==> src/rtl/timer_pkg.sv <==
// Shared types for the countdown timer: FSM state encoding and default width.
package timer_pkg;

  localparam int DEFAULT_WIDTH = 12;

  typedef enum logic [1:0] {
    ST_IDLE = 2'd0,
    ST_RUN  = 2'd1,
    ST_HOLD = 2'd2
  } state_e;

endpackage

==> src/rtl/tick_prescaler.sv <==
// Divides clk by PRESCALE: emits a one-cycle tick every PRESCALE enabled cycles.
// The phase freezes while enable is low; clear restarts the phase at 0.
module tick_prescaler #(
  parameter int PRESCALE = 1
) (
  input  logic clk,
  input  logic reset,
  input  logic enable,
  input  logic clear,
  output logic tick
);

  localparam int            CW   = (PRESCALE > 1) ? $clog2(PRESCALE) : 1;
  localparam logic [CW-1:0] LAST = CW'(PRESCALE - 1);

  logic [CW-1:0] cnt_q, cnt_d;

  // NOTE: every always_comb output gets a default first so no path can infer a latch.
  always_comb begin
    cnt_d = cnt_q;
    tick  = 1'b0;
    if (clear) begin
      cnt_d = '0;
    end else if (enable) begin
      if (cnt_q == LAST) begin
        cnt_d = '0;
        tick  = 1'b1;
      end else begin
        cnt_d = cnt_q + CW'(1);
      end
    end
  end

  // NOTE: sequential state uses non-blocking assignments so all flops update together.
  always_ff @(posedge clk or posedge reset) begin
    if (reset) cnt_q <= '0;
    else       cnt_q <= cnt_d;
  end

endmodule

==> src/rtl/down_timer.sv <==
// Loadable countdown timer with prescaled ticks and a one-cycle done pulse.
// Define DOWN_TIMER_AUTO_RELOAD_EN to reload from the reload register at zero.
module down_timer
  import timer_pkg::*;
#(
  parameter int WIDTH    = DEFAULT_WIDTH,
  parameter int PRESCALE = 1
) (
  input  logic             clk,
  input  logic             reset,
  input  logic [WIDTH-1:0] load_val,
  input  logic             load,
  input  logic             start,
  input  logic             pause,
  input  logic             stop,
  output logic [WIDTH-1:0] count,
  output logic             busy,
  output logic             done,
  output logic             zero
);

  state_e           state_q, state_d;
  logic [WIDTH-1:0] count_q, count_d;
  logic [WIDTH-1:0] reload_q, reload_d;
  logic             done_q, done_d;
  logic             busy_q, busy_d;
  logic             zero_q, zero_d;
  logic             psc_enable, psc_clear, tick;

  // A HOLD cycle with pause released already counts, so a pause costs exactly
  // as many cycles as pause was high.
  assign psc_enable = (state_q != ST_IDLE) && !pause && !stop;

  tick_prescaler #(.PRESCALE(PRESCALE)) u_prescaler (
    .clk    (clk),
    .reset  (reset),
    .enable (psc_enable),
    .clear  (psc_clear),
    .tick   (tick)
  );

  always_comb begin
    state_d   = state_q;
    count_d   = count_q;
    reload_d  = reload_q;
    done_d    = 1'b0;
    psc_clear = 1'b0;

    if (stop) begin
      state_d = ST_IDLE;
    end else begin
      case (state_q)
        ST_IDLE: begin
          if (load) begin
            count_d  = load_val;
            reload_d = load_val;
          end else if (start) begin
            if (count_q != '0) begin
              state_d   = ST_RUN;
              psc_clear = 1'b1;
            end else begin
              done_d = 1'b1;
            end
          end
        end
        ST_RUN:  if (pause)  state_d = ST_HOLD;
        ST_HOLD: if (!pause) state_d = ST_RUN;
        default: state_d = ST_IDLE;
      endcase

      // tick is only ever raised while running and not paused or stopped
      if (tick && count_q != '0) begin
        count_d = count_q - WIDTH'(1);
        if (count_q == WIDTH'(1)) begin
          done_d = 1'b1;
`ifdef DOWN_TIMER_AUTO_RELOAD_EN
          if (reload_q != '0) begin
            count_d = reload_q;
            state_d = ST_RUN;
          end else begin
            state_d = ST_IDLE;
          end
`else
          state_d = ST_IDLE;
`endif
        end
      end
    end

    busy_d = (state_d != ST_IDLE);
    zero_d = (count_d == '0);
  end

  always_ff @(posedge clk or posedge reset) begin
    if (reset) begin
      state_q  <= ST_IDLE;
      count_q  <= '0;
      reload_q <= '0;
      done_q   <= 1'b0;
      busy_q   <= 1'b0;
      zero_q   <= 1'b1;
    end else begin
      state_q  <= state_d;
      count_q  <= count_d;
      reload_q <= reload_d;
      done_q   <= done_d;
      busy_q   <= busy_d;
      zero_q   <= zero_d;
    end
  end

  assign count = count_q;
  assign busy  = busy_q;
  assign done  = done_q;
  assign zero  = zero_q;

endmodule
==> config.mk <==
export PLATFORM = sky130hd
export DESIGN_NAME = down_timer
export DESIGN_NICKNAME = d
export VERILOG_FILES = /design/src/rtl/timer_pkg.sv /design/src/rtl/tick_prescaler.sv /design/src/rtl/down_timer.sv
export SDC_FILE = /design/constraint.sdc
export NUM_CORES = 1
export LEC_CHECK = 0
export CORE_MARGIN = 2
export CORE_UTILIZATION = 42
export CTS_CLUSTER_SIZE = 14
export DETAILED_ROUTE_END_ITERATION = 12
export PLACE_DENSITY = 0.85
export REMOVE_ABC_BUFFERS = 1
export SLEW_MARGIN = 25
export SYNTH_ARGS = -nofsm -noshare
export SYNTH_HDL_FRONTEND = slang
export SYNTH_SLANG_ARGS = --single-unit
==> constraint.sdc <==
create_clock -name clk -period 2.3 [get_ports clk]
set_input_delay 0.69 -clock clk [delete_from_list [all_inputs] [get_ports clk]]
set_output_delay 0.69 -clock clk [all_outputs]
set_load 0.01 [all_outputs]
==> PnR_summary.wiki <==
{| class="wikitable"
! Metric !! Value
|-
| Total number of clock tree sinks || 17
|-
| Sequential share of the synthesized area || 37.07%
|-
| Register share of total power || 30.8%
|-
| Count of flip-flops with a built-in enable after synthesis || 0
|-
| Wire length on met3 || 350 um
|-
| Type of the most critical hold path || reg -> reg
|-
| Smallest hold slack || 0.6380 ns
|-
| Achievable clock frequency || 412.8 MHz
|-
| Most repeated cell in the gate-level netlist after synthesis || dfrtp_1
|-
| Power spent charging and discharging nets || 454.5 uW
|-
| Wire length of the first global-routing pass || 7.327 mm
|-
| Total of endpoints with negative setup slack in the final report || 1
|-
| Endpoint of the worst-slack reg-to-reg timing path || zero
|-
| Normalized max-slew margin || 52.63%
|-
| Number of DRC violations after detailed routing || 0
|-
| Fraction of layout instances using a drive strength above 1 || 39.81%
|-
| FF-to-FF setup slack || -0.11 ns
|-
| Die Wd || 56.35 um
|-
| RSZ-0062 raised after global routing || yes
|-
| Crit path capture type || flip-flop
|-
| Internal power || 791.2 uW
|-
| Post-route clock skew || 0.004880 ns
|-
| Number of nets still failing antenna checks after routing || 0
|-
| Combinational share of power || 55.5%
|-
| Leakage power summed over all cells || 0.8889 nW
|-
| Hold Violations, Final || 0
|-
| Vias in the first global route || 1582
|-
| Starting utilization of the core area || 45.23%
|-
| Tcrit/Tclk final || 105.3%
|-
| Number of maximum-capacitance constraint violations || 0
|-
| Detail Route met2 WL || 2.125 mm
|-
| Actual slew at the worst max-slew pin || 0.7098 ns
|-
| Clock tree root driver cell || clkbuf_4
|-
| Count of boundary I/O pins || 33
|-
| Via count || 1529
|-
| Total Die Area || 3175 sq um
|-
| Power density cells || 620.3 nW/um^2
|-
| Number of standard-cell rows in the floorplan || 18
|-
| Number of warnings issued by yosys || 0
|-
| Insertion delay of the later-clocked pin in the worst-skew pair || 0.30 ns
|-
| Starting DRT DRC Count || 91
|-
| Overflow left after global routing || 0
|-
| Number of buffers added on ports || 32
|-
| Uppermost routed layer || met4
|-
| R2r worst-path depth || 8
|-
| Post-Route M1 WL || 1.734 mm
|-
| Largest driver fanout on the critical path || 4
|-
| Average wire length per cell after detail routing || 17.83 um
|-
| Proportion of register bits with asynchronous set or reset after synthesis || 100.0%
|-
| Number of antenna violations at the first check in global routing || 0
|-
| Part of the power in the clock network || 13.7%
|-
| Main synth FF type || dfrtp_1
|-
| Synth-to-layout area growth || 74.46%
|-
| Portion of synthesized cell area occupied by the leading cell type || 34.78%
|-
| Quantity of hold-fixing buffers added after cts || 0
|-
| Fin worst setup slack || -0.1228 ns
|-
| H-tree levels || 1
|-
| CTS tree || done
|-
| TritonRoute pass-1 iters || 4
|-
| Die span in y || 56.35 um
|-
| Beginning of the worst hold path || count[1]
|-
| Detailed placer's ending HPWL || 2.983 mm
|-
| Register bit total from synthesis || 17
|-
| Top cell type by total area after synthesis || dfrtp_1
|-
| Post-synthesis cell count || 128
|-
| Total wire length after detailed routing || 4.387 mm
|-
| Netlist cell types || 53
|-
| Num CTS Buffers || 3
|-
| Final weighted congestion of routability-driven global placement || 0.9969
|-
| Most common library cells after synthesis || dfrtp_1, nor2_1, nand2_1, nand3_1, a21oi_1
|-
| WHS Endpoint || count[1]
|-
| Area inside the core boundary || 2545 sq um
|-
| Startpoint of the lowest-slack register-to-register path || count[5]
|-
| Worst hold path stage count || 2
|-
| VDD IR max || 509.0 uV
|-
| Proportion of total power due to net switching || 36.49%
|-
| Via/cell ratio || 6.215
|-
| Placed cell areas || 1866 sq um
|-
| Required time of the critical path || 2.55 ns
|-
| Net count, final || 237
|-
| Longest Clk Path Bufs || 2
|-
| Clock transition time at the flip-flop clock pins of the worst setup and hold paths || 0.11 ns
|-
| Worst EP arrival || 2.67 ns
|-
| Violations in the final reports || setup timing
|-
| Final critical-path required period || 2.423 ns
|-
| Final number of max-transition violations || 0
|-
| Final instance area || 2008 sq um
|-
| Mean post-synth cell area || 8.993 sq um
|-
| Startpoint Class || input pin
|-
| Critical path start-end classification || in -> reg
|-
| Number of antenna diodes || 0
|-
| Synth top area cells || dfrtp_1, nor2_1, nand3_1
|-
| Post-synthesis instance area || 1151 sq um
|-
| Pin count of the biggest net entering global routing || 18
|-
| All-layer global routing usage || 29.65%
|-
| Result of the run || complete, but fails checks
|}
## state kept, by name, indices dropped and copies added (netlist names)
signal	count
done	1
zero	1
busy	1
count	12
state_q	2
## metal layers
layer | global-route usage, % | vias to the layer above
li1 | - | 672
met1 | 34.96 | 721
met2 | 49.58 | 115
met3 | 6.221 | 21
met4 | 17.01 | 0
met5 | 0 | -
## stage by stage
step	setup WS, ns	utilization [%]	power [mW]	cells	TNS (ns)
floorplan	-0.2865	-	0.6337	124	-0.2865
global placement	-0.5199	73.30	1.003	236	-2.012
detailed placement	-0.5808	73.30	1.021	236	-2.550
CTS	-0.05304	78.27	1.227	246	-0.05304
global route	-0.2606	78.91	1.321	246	-0.2606
finish	-0.1228	78.91	1.246	246	-0.1228
## critical path: stages
cell and delay (ns):
clkdlybuf4s50_1 0.50, buf_4 0.13, and2_1 0.26, mux2_2 0.36
nand3_1 0.11, nand4b_1 0.18, nor4_2 0.23, and4b_1 0.21
## power by group through the flow
stage,clock network [mW],registers (mW),logic [mW]
finish,0.171,0.383,0.691
detailed placement,0,0.384,0.637
global route,0.191,0.391,0.739
floorplan,0,0.447,0.186
CTS,0.177,0.382,0.669
global placement,0,0.381,0.622
## repair_timing
action                     CTS  global route
gates resized for setup     17             5
gates cloned                 0             0
setup endpoints to repair    4             3
buffers inserted             6             0
pin swaps                    6             0
## cells in the final DEF (no fill, tap or decap), drive strengths merged, types with 2 or more instances in the layout
| master | instances |
|---|---|
| o41a | 2 |
| nand4 | 4 |
| nor2 | 12 |
| a31oi | 2 |
| or4 | 4 |
| a211oi | 2 |
| and3 | 2 |
| ha | 2 |
| clkdlybuf4s50 | 31 |
| nand3 | 8 |
| o21ai | 6 |
| or3 | 3 |
| buf | 56 |
| nand2 | 9 |
| inv | 5 |
| or2 | 2 |
| nor3 | 8 |
| a21oi | 7 |
| dfrtp | 16 |
| clkbuf | 4 |
| nor4 | 4 |
## cell families after synthesis
family	count (synthesis)	synth area share [%]
flip-flops	17	37.07
multiplexers	1	0.9782
adder cells (fa/ha/maj)	2	2.174
buffers and inverters	9	3.261
XOR/XNOR	1	0.7610
AND/OR/NAND/NOR	63	33.59
AO/OA/AOI/OAI	35	22.17
## worst max path at each step
stage                     slack [ns]      from    to
after CTS                      -0.05  count[5]  zero
final                          -0.12      load  zero
after global placement         -0.52      stop  zero
after detailed placement       -0.58      stop  zero
after floorplan                -0.29  count[0]  zero
after global routing           -0.26      load  zero
## final cells by class
| cell class | count | area [sq um] |
|---|---|---|
| inverter | 5 | 18.77 |
| multi-input combinational | 102 | 755.7 |
| fill | 158 | 536.8 |
| clock buffer | 4 | 26.28 |
| tap | 30 | 37.54 |
| sequential | 17 | 426.7 |
| timing repair buffer | 88 | 743.2 |
No activity file was read; power rests on OpenSTA's default activity.
